### config.mk
export PLATFORM = sky130hd
export DESIGN_NAME = tri_pixel_collector
export DESIGN_NICKNAME = d
export VERILOG_FILES = /design/src/rtl/tri_pixel_collector.sv
export SDC_FILE = /design/constraint.sdc
export NUM_CORES = 1
export LEC_CHECK = 0
export ABC_CLOCK_PERIOD_IN_PS = 8500
export BUFFER_PORTS_ARGS = -buffer_cell sky130_fd_sc_hd__buf_2
export CAP_MARGIN = 30
export CORE_AREA = 2 2 142 144
export DETAILED_ROUTE_END_ITERATION = 16
export DIE_AREA = 0 0 144 146
export MAX_ROUTING_LAYER = met4
export SLEW_MARGIN = 20
export SYNTH_ARGS = -nofsm -noshare
export SYNTH_HDL_FRONTEND = slang
export SYNTH_SLANG_ARGS = --single-unit
### constraint.sdc
create_clock -name clk -period 8.5 [get_ports clk]
set_input_delay 2.125 -clock clk [delete_from_list [all_inputs] [get_ports clk]]
set_output_delay 2.125 -clock clk [all_outputs]
set_load 0.1 [all_outputs]
### src/rtl/tri_pixel_collector.sv
// Collects rasterizer pixels into an 8x8 bitmap, then drains it row by row
// over a valid/ready handshake once the triangle's busy window closes.
module tri_pixel_collector #(
    parameter int SKIP_EMPTY_ROWS = 0,
    parameter int CNT_W           = 7
) (
    input  logic             clk,
    input  logic             reset,
    input  logic             busy,
    input  logic             po,
    input  logic [2:0]       xo,
    input  logic [2:0]       yo,
    output logic             in_ready,
    output logic             row_valid,
    input  logic             row_ready,
    output logic [2:0]       row_y,
    output logic [7:0]       row_bits,
    output logic [CNT_W-1:0] pix_cnt,
    output logic [CNT_W-1:0] dup_cnt,
    output logic             frame_done,
    output logic             ovf
);

    typedef enum logic [1:0] {IDLE, COLLECT, DRAIN} state_t;

    state_t      state, state_nxt;
    logic        busy_q;
    logic [63:0] bitmap;
    logic [2:0]  r;
    logic [7:0]  nz, masked;
    logic [2:0]  cur_row;
    logic        has_row, last_row, xfer, drain_end, capture, start;
    logic [5:0]  idx;

    assign idx     = {yo, xo};
    assign start   = (state == IDLE) && (busy || po);
    assign capture = po && (state != DRAIN);
    assign xfer    = row_valid && row_ready;

    // Row selection: with skipping, the current row is the lowest nonzero row at or after r.
    always_comb begin
        for (int i = 0; i < 8; i++) nz[i] = |bitmap[i*8 +: 8];
        if (SKIP_EMPTY_ROWS != 0) masked = nz & (8'hFF << r);
        else                      masked = 8'h01 << r;
        cur_row = '0;
        for (int i = 7; i >= 0; i--) if (masked[i]) cur_row = 3'(i);
        has_row = |masked;
        if (SKIP_EMPTY_ROWS != 0) last_row = (masked & ~(8'h01 << cur_row)) == 8'h00;
        else                      last_row = (r == 3'd7);
    end

    assign drain_end = (state == DRAIN) && (!has_row || (xfer && last_row));

    always_ff @(posedge clk or negedge reset) begin
        if (!reset) state <= IDLE;
        else        state <= state_nxt;
    end

    always_comb begin
        state_nxt = state;
        case (state)
            IDLE:    if (busy || po)      state_nxt = COLLECT;
            COLLECT: if (!busy && busy_q) state_nxt = DRAIN;
            DRAIN:   if (drain_end)       state_nxt = IDLE;
            default:                      state_nxt = IDLE;
        endcase
    end

    always_comb begin
        in_ready  = (state == IDLE);
        row_valid = (state == DRAIN) && has_row;
        row_y     = row_valid ? cur_row : 3'd0;
        row_bits  = row_valid ? bitmap[{cur_row, 3'b000} +: 8] : 8'h00;
    end

    always_ff @(posedge clk or negedge reset) begin
        if (!reset) begin
            busy_q     <= 1'b0;
            bitmap     <= '0;
            r          <= '0;
            pix_cnt    <= '0;
            dup_cnt    <= '0;
            frame_done <= 1'b0;
            ovf        <= 1'b0;
        end else begin
            busy_q     <= busy;
            frame_done <= drain_end;
            if (start) begin
                pix_cnt <= '0;
                dup_cnt <= '0;
            end
            // Bitmap is always clear in IDLE, so a starting pixel is always new.
            if (capture) begin
                bitmap[idx] <= 1'b1;
                if (state == IDLE)  pix_cnt <= CNT_W'(1);
                else if (bitmap[idx]) dup_cnt <= (&dup_cnt) ? dup_cnt : dup_cnt + CNT_W'(1);
                else                  pix_cnt <= (&pix_cnt) ? pix_cnt : pix_cnt + CNT_W'(1);
            end
            if (po && state == DRAIN) ovf <= 1'b1;
            if (drain_end) begin
                bitmap <= '0;
                r      <= '0;
            end else if (state == DRAIN && xfer) begin
                r <= cur_row + 3'd1;
            end
        end
    end

endmodule

==> summary.txt <==
Outcome
  – Outcome: completed

Yosys
  – Mean instance size in the synthesized netlist: 9.86 um2
  – EDFF count, synth: 0
  – Post-synthesis sequential element count: 86
  – Area contributors post-synth: dfrtp_1 (45%), mux4_2 (9.9%), a21oi_1 (7.1%), nor2_1 (7.1%), mux2i_1 (3.4%)
  – Most instantiated cells after synthesis: nor2_1 (90), dfrtp_1 (86), a21oi_1 (68)
  – Seq/Total Area, Yosys: a little under half
  – Syn Inst Count: ~480
  – Syn_nets: 501
  – Most frequent cell after synthesis: nor2_1
  – Number of distinct library cells after synthesis: 59
  – Syn Std Cell Area: about 4800 um2
  – Leading area contributor after synthesis: dfrtp_1
  – Proportion of register bits with asynchronous set or reset after synthesis: between 90% and 100%
  – Count of yosys warnings during synthesis: 0
  – Area share of the leading cell type in the synthesized netlist: a little under half
  – Leading register cell type out of synthesis: dfrtp_1

Global routing
  – Total global-route track usage: 13.7%
  – Wire length of the first global-routing pass: ~22 mm
  – Maximum number of pins on one net before global-route repair: 66
  – Via count of the first global-routing pass: about 3800
  – Antenna violations before repair: 0
  – Grt ovf: 0

Timing
  – Worst hold margin: ~0.45 ns
  – Final critical-path required period: between 5 and 6 ns
  – Finish-stage setup viols: 0
  – Max-slew headroom: between 30% and 40%
  – Final Hold Fails: 0
  – Summed negative setup slack over all endpoints: 0 ns
  – Slew of the pin with the lowest slew margin: slightly above 0.9 ns
  – Final Cycle Share: between 60% and 70%
  – Max-slew violation total from the final report: 0
  – Worst Skew: 0.0110 ns
  – RSZ-0062 raised after global routing: false
  – Achievable Freq: between 150 and 200 MHz

Floorplan
  – Die H: about 150 um
  – Starting Density: about 25%
  – Row count: 51
  – Total I/O pin count: 40
  – Area enclosed by the die boundary: roughly 21000 um2
  – Core area: 19300 um2
  – Horizontal extent of the die: about 140 um

Power and ir drop
  – Clock power frac: 24.1%
  – Power spent charging and discharging nets: ~770 uW
  – Switching part of the total: 42.0%
  – Maximum VDD drop: just over 100 uV
  – Power density over cell area: 327 nW/um2
  – Combinational share of power: about 38%
  – Cell internal pwr: roughly 1100 uW
  – Static Leakage: 0.00247 uW
  – Sequential power share: between 30% and 40%

Placed design
  – GP Congestion: 0.871
  – Number of port buffers: 39
  – HPWL Detailed: about 9.6 mm

Worst setup path
  – Critical Path RT: roughly 6.4 ns
  – Critical path buffer and inverter count: 2
  – Standard cell with the maximum stage delay on the critical path: a21oi_1
  – Crit Path Category: register to primary output
  – Max FO, Critical Path: 8
  – Cell-by-cell trace of the critical path: inv_1, ha_1, nor2_1, nand2_1, a21oi_1, a22o_1, buf_2
  – Crit path capture type: primary output
  – Crit path max-delay family: compound AO/OA/AOI/OAI gates
  – Startpoint class of the critical path: register
  – Max incr delay on CP: between 0.7 and 0.8 ns
  – Signal arrival time at the worst endpoint: approximately 3 ns

CTS
  – CTS tree: done
  – Number of levels the H-tree was split into: 3
  – Post-cts gate resize count: 0
  – Total of hold buffers inserted after clock tree synthesis: 0
  – Clock tree buffer depth: 2
  – CTS Root Buffer Type: clkbuf_16
  – Cts bufs inserted: 9
  – Sinks on Clock Net: between 80 and 90
  – Clk pin slew, worst setup/hold paths: roughly 0.070 ns
  – Clock latency reported for the late side of the worst-skew pair: 0.35 ns
  – Setup repair bufs after CTS: 0

Worst hold path
  – Worst min-delay path class: register to register

Finish
  – Synth-to-layout area growth: 17.4%
  – Final cell utilization of the core: between 20% and 30%
  – Fraction of layout instances using a drive strength above 1: a little under a fifth
  – Nets@finish: 531
  – # diodes: 0

Route
  – Wire per inst: 17.4 um
  – Via count of the routed design: approximately 4000
  – First-pass DRT Iterations: 5
  – Routed via count divided by cell count: between 5 and 6
  – Starting DRC count in detailed routing: around 400
  – Remaining DRCs: 0
  – DRT Wirelength: about 14 mm
  – Post-route ant nets: 0

Job
  – Max-Cap Viols: 0
## through the flow
stage | area, um2 | total power, uW | setup WS, ns | cells
2_1_floorplan | 4760 | 1200 | 2.65 | 483
3_3_place_gp | 5220 | 1370 | 3.47 | 765
3_5_place_dp | 5260 | 1390 | 3.38 | 767
4_1_cts | 5590 | 1830 | 3.33 | 783
5_1_grt | 5590 | 1930 | 3.20 | 783
6_report | 5590 | 1830 | 3.37 | 783
## layout make-up
class                   instances  area [um2]
clock buffers                   9         225
clock inverters                 7         105
fillers                      2007       13700
inverters                      16        60.1
multi-input cells             353        2430
flip-flops and latches         86        2150
well taps                     265         332
repair buffers                 47         285
## path summary, 6_finish.rpt
kind                           start           to  slack (ns)  cells past startpoint
min in group asynchronous      reset   bitmap[55]        1.73                      1
max in group asynchronous      reset    bitmap[0]        6.15                      2
setup / recovery                r[0]  row_bits[5]        3.37                      7
hold / removal                   ovf          ovf        0.45                      1
hold reg to reg                  ovf          ovf        0.45                      1
setup reg to reg           bitmap[0]   pix_cnt[5]        5.70                      7
## kinds of logic after synthesis
kind of cell | after synthesis | share of synthesized area (%)
simple gates | 171 | 16.5
flops | 86 | 45.2
fa+ha+maj | 7 | 1.84
mux | 40 | 14.4
buf+inv | 44 | 4.15
compound gates | 135 | 17.9
## per-layer routing
layer / part of all wire, % / up-vias / global-route usage (%)
met1: 45 / 1992 / 18.6
met2: 45 / 177 / 20.0
li1: - / 1843 / -
met3: 7.0 / 24 / 2.96
met4: 2.1 / 0 / 4.75
met5: 0 / - / -
## worst reg2reg max path: stages, from the launching register on
cell and delay (ns):
dfrtp_1 0.42, mux2_4 0.28, a221o_1 0.34, a22o_1 0.23
a221o_1 0.37, or2_1 0.48, nor4_2 0.39, o221a_1 0.23
## cell usage in the layout, fill, tap and decap left out, types with 5 or more instances in the layout
cell type / count
dfrtp_1: 86
a21oi_1: 68
mux2i_1: 16
o21ai_0: 9
o32ai_1: 5
nor3_1: 6
o31ai_1: 5
ha_1: 7
mux4_2: 21
buf_4: 7
nand2_1: 26
a22o_1: 9
buf_2: 38
a31oi_1: 10
nor2_1: 88
clkbuf_16: 9
nand2b_1: 7
nand3_1: 10
inv_1: 15
and3_1: 6
## power groups by stage
| stage | clock (uW) | sequential [uW] | combinational [uW] |
|---|---|---|---|
| floorplan | 0 | 743 | 457 |
| global placement | 0 | 692 | 679 |
| detailed placement | 0 | 694 | 699 |
| CTS | 445 | 689 | 700 |
| global route | 463 | 711 | 761 |
| finish | 440 | 693 | 696 |
## flip-flops by register name, indices dropped and copies added (netlist names)
register	count
bitmap	64
dup_cnt	7
pix_cnt	7
r	3
state	2
busy_q	1
frame_done	1
ovf	1
Note: power is estimated with default switching activity, not from simulation.
